===== config.mk =====
export PLATFORM = sky130hd
export DESIGN_NAME = seg_display_scanner
export DESIGN_NICKNAME = d
export VERILOG_FILES = /design/src/rtl/seg_display_scanner.sv
export SDC_FILE = /design/constraint.sdc
export NUM_CORES = 1
export LEC_CHECK = 0
export ABC_AREA = 1
export CORE_ASPECT_RATIO = 0.6
export CORE_MARGIN = 2
export CORE_UTILIZATION = 45
export DETAILED_ROUTE_END_ITERATION = 8
export DONT_BUFFER_PORTS = 1
export PLACE_DENSITY_LB_ADDON = 0.12
export SYNTH_ARGS = -nofsm -noshare
export SYNTH_HDL_FRONTEND = slang
export SYNTH_SLANG_ARGS = --single-unit

===== constraint.sdc =====
create_clock -name clk -period 2.6 [get_ports clk]
set_input_delay 0.52 -clock clk [delete_from_list [all_inputs] [get_ports clk]]
set_output_delay 0.52 -clock clk [all_outputs]
set_load 0.02 [all_outputs]

===== src/rtl/seg_display_scanner.sv =====
// seg_display_scanner: time-multiplexed 7-segment scan controller with double-buffered value (optional LEADING_ZERO_BLANK_EN)
module seg_display_scanner #(
  parameter int NUM_DIGITS  = 4,
  parameter int REFRESH_DIV = 1000
) (
  input  logic                          clk,
  input  logic                          rst,
  input  logic                          en,
  input  logic                          load,
  input  logic [4*NUM_DIGITS-1:0]       value,
  output logic [3:0]                    digit_bin,
  output logic [NUM_DIGITS-1:0]         digit_en,
  output logic [$clog2(NUM_DIGITS)-1:0] digit_idx,
  output logic                          pending,
  output logic                          frame_done
);
  localparam int IW = $clog2(NUM_DIGITS);
  localparam int CW = $clog2(REFRESH_DIV);
  localparam int VW = 4 * NUM_DIGITS;
  logic [CW-1:0] cnt_q, cnt_d;
  logic [IW-1:0] idx_q, idx_d;
  logic [VW-1:0] disp_q, disp_d, buf_q, buf_d;
  logic pend_q, pend_d, fdone_q, fdone_d, tick, wrap, blank;
  logic [3:0] bin_q, bin_d;
  logic [NUM_DIGITS-1:0] den_q, den_d;
`ifdef LEADING_ZERO_BLANK_EN
  logic [VW-1:0] upper;
`endif
  // next-state: prescaler, scan index, buffer commit at frame wrap, registered digit outputs
  always_comb begin
    tick    = en && cnt_q == CW'(REFRESH_DIV - 1);
    wrap    = tick && idx_q == IW'(NUM_DIGITS - 1);
    cnt_d   = tick ? '0 : (en ? cnt_q + 1'b1 : cnt_q);
    idx_d   = tick ? (wrap ? '0 : idx_q + 1'b1) : idx_q;
    disp_d  = (wrap && pend_q) ? buf_q : disp_q;
    buf_d   = load ? value : buf_q;
    pend_d  = load | (pend_q & ~wrap);
    fdone_d = wrap;
    bin_d   = disp_d[{idx_d, 2'b00} +: 4];
`ifdef LEADING_ZERO_BLANK_EN
    upper   = disp_d >> {idx_d, 2'b00};
    blank   = idx_d != '0 && upper == '0;
`else
    blank   = 1'b0;
`endif
    den_d   = (en && !blank) ? (NUM_DIGITS'(1) << idx_d) : '0;
  end
  // state registers, cleared asynchronously
  always_ff @(posedge clk or posedge rst) begin
    if (rst) begin
      cnt_q   <= '0;
      idx_q   <= '0;
      disp_q  <= '0;
      buf_q   <= '0;
      pend_q  <= 1'b0;
      fdone_q <= 1'b0;
      bin_q   <= '0;
      den_q   <= '0;
    end else begin
      cnt_q   <= cnt_d;
      idx_q   <= idx_d;
      disp_q  <= disp_d;
      buf_q   <= buf_d;
      pend_q  <= pend_d;
      fdone_q <= fdone_d;
      bin_q   <= bin_d;
      den_q   <= den_d;
    end
  end
  assign digit_bin  = bin_q;
  assign digit_en   = den_q;
  assign digit_idx  = idx_q;
  assign pending    = pend_q;
  assign frame_done = fdone_q;
endmodule

**Word level (Yosys, flattened, before mapping)**

Cells that the tools add are included.

- Memory bits (writable): 0
- Output and inout port bits: 12
- Register bits after elaboration: 54
- Bits in latches: 0
- Input port bits: 20
- Logic and storage cells: 27
- Memories kept: 0
- ROM bits: 0

- Multipliers: 0
- Eq/ne operators: 2
- Reduce and logical (&&, ||, !) cells: 4
- Bitwise operators: 3
- Mux-type cells: 6
- Shifts and indexed selects: 2
- $add $sub $neg: 2
- Divide/modulo/power cells: 0
- $lt $le $gt $ge: 0

Operator list:

| kind | number |
|---|---|
| 10-bit 2-to-1 mux | 2 |
| 16-bit 2-to-1 mux | 1 |
| 16-bit by 5-bit indexed part select with 4-bit output | 1 |
| 10-bit by 1-bit adder with 10-bit output, second input constant | 1 |
| 10-bit == test, second input constant | 1 |
| 2-bit 2-to-1 mux | 2 |
| 4-bit 2-to-1 mux | 1 |
| 1-bit by 2-bit left shift with 4-bit output, first input constant | 1 |
| 1-bit logical AND | 3 |
| 2-bit by 1-bit adder with 2-bit output, second input constant | 1 |
| 2-bit == test, second input constant | 1 |
| 2-bit nonzero test | 1 |
| 1-bit AND | 1 |
| 1-bit inverter | 1 |
| 1-bit OR | 1 |

**Depth between registers and ports, before layout**

- Word-level depth: 7
- Gate-level depth with buffers: 13
- Mapped depth without buffers: 12

**Least setup slack after synthesis**

Ideal clock, no wire load.

- Path kind: reg-to-reg
- Start point: register idx_q[1] (netlist: digit_idx[1])
- End point: register bin_q[0] (netlist: digit_bin[0])
- Path slack: 0.953 ns
- Stages on the path, launching flop included: 12
- Data required time: 2.535 ns
- Period minus slack after synthesis: 1.647 ns
- Arrival: 1.582 ns
- Cells stage by stage: dfrtp_1 > ha_1 > inv_2 > nand2_1 > nand4_1 > nand2_4 > inv_1 > nor2_2 > nand2_1 > nand2_1 > inv_1 > nand2_1

- Cells in the longest elaborated chain, start to end: 5

Ends and longest elaborated chain:

| element | line | RTL |
|---|---|---|
| start: declaration | 21 | `logic [IW-1:0] idx_q, idx_d;` |
| start signal: assignment | 61 | `idx_q <= idx_d;` |
| 2-bit == test | 32 | `wrap = tick && idx_q == IW'(NUM_DIGITS - 1);` |
| 1-bit logical AND | 32 |  |
| 2-bit 2-to-1 mux (2 in a row) | 34 | `idx_d = tick ? (wrap ? '0 : idx_q + 1'b1) : idx_q;` |
| via idx_d[0] | 21 |  |
| 16-bit by 5-bit indexed part select with 4-bit output | 39 | `bin_d = disp_d[{idx_d, 2'b00} +: 4];` |
| via bin_d[0] | 24 | `logic [3:0] bin_q, bin_d;` |
| end signal: assignment | 66 | `bin_q <= bin_d;` |
| end: declaration | 24 |  |

The timed path passes the listed nets, and every way through them passes these cells.
A chain may end at the register's enable or synchronous reset.

**Worst setup path after layout**

- Start point: register idx_q[0] (netlist: digit_idx[0])
- End point: register bin_q[0] (netlist: digit_bin[0])

- Cells in the longest elaborated chain, start to end: 5

Ends and longest elaborated chain:

| element | line |
|---|---|
| branches (longest 3 deep; another with 2-bit by 1-bit adder with 2-bit output) | n/a |
| 2-bit 2-to-1 mux * | 34 |
| via idx_d[0] | 21 |
| 16-bit by 5-bit indexed part select with 4-bit output * | 39 |
| via bin_d[0] | 24 |

Mark *: on every way through the listed nets, which the timed path passes.

==> results by group <==
Outcome
  – Outcome: finished clean

STA
  – Final Hold Fails: 0
  – Slew Viols, Final: 0
  – Post-route clock skew: 5.32 ps
  – Slew @ Worst Pin: 458 ps
  – Endpoints failing setup: 0
  – Setup TNS: 0 ps
  – Relative slew slack: 69.3%
  – RSZ-0062 raised after global routing: false
  – Peak Freq: 0.516 GHz
  – Final min period: 1940 ps
  – Fin crit share: 74.5%
  – Fin Hold WS: 123 ps

Worst setup path
  – CP most frequent cell: nand2_1
  – R2r startpoint: digit_idx[0]
  – R2R Path End: digit_bin[0]
  – Slowest-stage cell, CP: dfrtp_1
  – Path depth of the worst reg2reg path: 11
  – CP Launch Point: digit_idx[0]
  – Crit path required time: 2850 ps
  – Worst path max stage delay: 530 ps
  – CP Capture Type: register
  – CP top delay family: simple AND/OR/NAND/NOR gates
  – CP Launch Type: register
  – Arr. time, crit path: 2190 ps
  – Critical path fanouts, max: 6
  – Crit path kind: register to register
  – Buffers & Inverters on Critical Path: 3
  – Crit-path cells: ha_1 > inv_2 > nand2_1 > nand4_1 > nand2_4 > inv_1 > nor2_2 > nand2_1 > nand2_1 > inv_1 > nand2_1
  – Reg-to-reg slack, setup: 660 ps

Detailed routing
  – Drt wl/cell: 14.1 um
  – M1 WL: 2.97 mm
  – Vias: 1,645
  – Routed Antenna Nets: 0
  – Pre-antenna DRT Iters: 4
  – Via/cell ratio: 4.82
  – Highest metal used: met4
  – Length of routed met2 wiring: 1.52 mm
  – Met3 routed WL: 269 um
  – Detailed-route DRC error count: 0
  – First DRT Iteration DRCs: 78
  – Routed wire length: 4.79 mm

GRT
  – Grt ovf: 0
  – Vias in the first global route: 1,408
  – Initial antenna violation count: 0
  – Largest net degree at the start of global routing: 55
  – All-Layer GR Usage: 17.0%
  – First-pass GRT wire length: 7.73 mm

Die
  – Die height: 62.0 um
  – Die ar.: 6250 um2
  – Top-level port count: 32
  – Die Width: 101 um
  – Row cnt: 21
  – Core area: 5490 um2
  – Initial core utilization: 46.0%

Synthesis
  – Synthesis Warnings: 0
  – Register area share after synthesis: 53.5%
  – Mapped Area: 2520 um2
  – Synthesized netlist net count: 292
  – Seq cells post-synth: 54
  – Yosys cell types: 29
  – Post-Syn Instances: 270
  – Syn_area_per_cell: 9.35 um2

Clocking
  – Clk Latency, worst-skew pair: 310 ps
  – Post_cts resized: 0
  – Clock buffer count from CTS: 5
  – TritonCTS Sinks: 54
  – # H-tree levels: 2
  – Root buffer cell: clkbuf_8
  – Hold-fix buffers at CTS: 0
  – Post-CTS setup buffer count: 0
  – TritonCTS clock tree: built
  – Max Buffers Root-to-Sink: 2
  – Clock transition at the registers of the reported paths: 100 ps

Pwr
  – Tot Pwr: 1.78 mW
  – Worst VDD drop: 0.332 mV
  – Static Leakage: 1.41 nW
  – Cell Pwr Density: 662 nW/um2

Hold path
  – Min-Delay Path Class: input port to asynchronous set/reset pin

Finish
  – Final #Nets: 293
  – Most frequent cells in the layout: 100 x nand2_1, 54 x dfrtp_1, 23 x nand2_2, 18 x inv_1, 9 x nand3_2
  – Post-Layout Cell Count: 341
  – Commonest non-fill, non-tap cell in the layout: nand2_1
  – Layout cells sized above 1: 21.7%
  – N_diodes: 0
  – Layout area overhead: 6.49%

Run
  – MaxCap Viol Count: 0

Place
  – Post-DP HPWL: 3.47 mm
  – Cells after DPL: 333
  – I/O Buffers: 0
  – Routability cong.: 0.832
logic make-up after synthesis:
kind of cell             Yosys count  synth area share (%)
adder cells (fa/ha/maj)            2                 0.991
AO/OA/AOI/OAI                     10                  2.33
buffers and inverters             30                  5.90
XOR/XNOR                           2                 0.694
AND/OR/NAND/NOR                  172                  36.6
flip-flops                        54                  53.5
synth_stat cells (all sizes together):
master | instances | share of area (%)
nand2 | 126 | 22
dfrtp | 54 | 54
inv | 21 | 3.2
nand3 | 18 | 6.3
nor2 | 15 | 5.3
nand4 | 8 | 2.0
buf | 5 | 2.1
o21ai | 5 | 0.99
nor3 | 4 | 0.79
a21oi | 3 | 0.59
clkbuf | 3 | 0.45
ha | 2 | 0.99
a2bb2oi | 1 | 0.35
clkinv | 1 | 0.15
nor3b | 1 | 0.30
o21ba | 1 | 0.40
xnor2 | 1 | 0.35
xor2 | 1 | 0.35
layout make-up:
class / instances / area [um2]
clock buffer: 5 / 68.8
clock inverter: 3 / 45.0
fill: 556 / 2800
inverter: 22 / 85.1
multi-input combinational: 186 / 1020
sequential: 54 / 1350
tap: 69 / 86.3
timing repair buffer: 2 / 27.5
flip-flops by register name, indices dropped and copies added, names as in the netlist:
signal,cells
digit_en,4
digit_bin,4
digit_idx,2
frame_done,1
disp_q,16
cnt_q,10
buf_q,16
pending,1
worst max path at each step:
| stage | to | slack, ps | depth (start not counted) |
|---|---|---|---|
| 3_3_place_gp | digit_bin[0] | 660 | 11 |
| 3_5_place_dp | digit_bin[0] | 690 | 11 |
| 5_1_grt | digit_bin[0] | 450 | 11 |
| 6_report | digit_bin[0] | 660 | 11 |
| 2_1_floorplan | buf_q[0] | 770 | 1 |
| 4_1_cts | digit_bin[0] | 640 | 11 |
metrics by stage:
step	setup slack (ps)	area, um2	utilization (%)
after floorplan	765	2520	-
after global placement	659	2570	46.9
after detailed placement	688	2570	46.9
after CTS	638	2690	49.0
after global routing	449	2690	49.0
final	663	2690	49.0
metal layers:
layer  GRT usage [%]  vias to the layer above
met5               0                        -
met3            4.36                        4
li1                -                      852
met4            4.70                        0
met2            17.7                       47
met1            30.6                      742
power breakdown:
part           switching (mW)  leakage (nW)  internal, mW  total [mW]
registers              0.0825         0.689         0.911       0.993
clock network           0.289        0.0504         0.287       0.576
logic                   0.134         0.675        0.0777       0.211
Power figures use the tool's default switching activity.
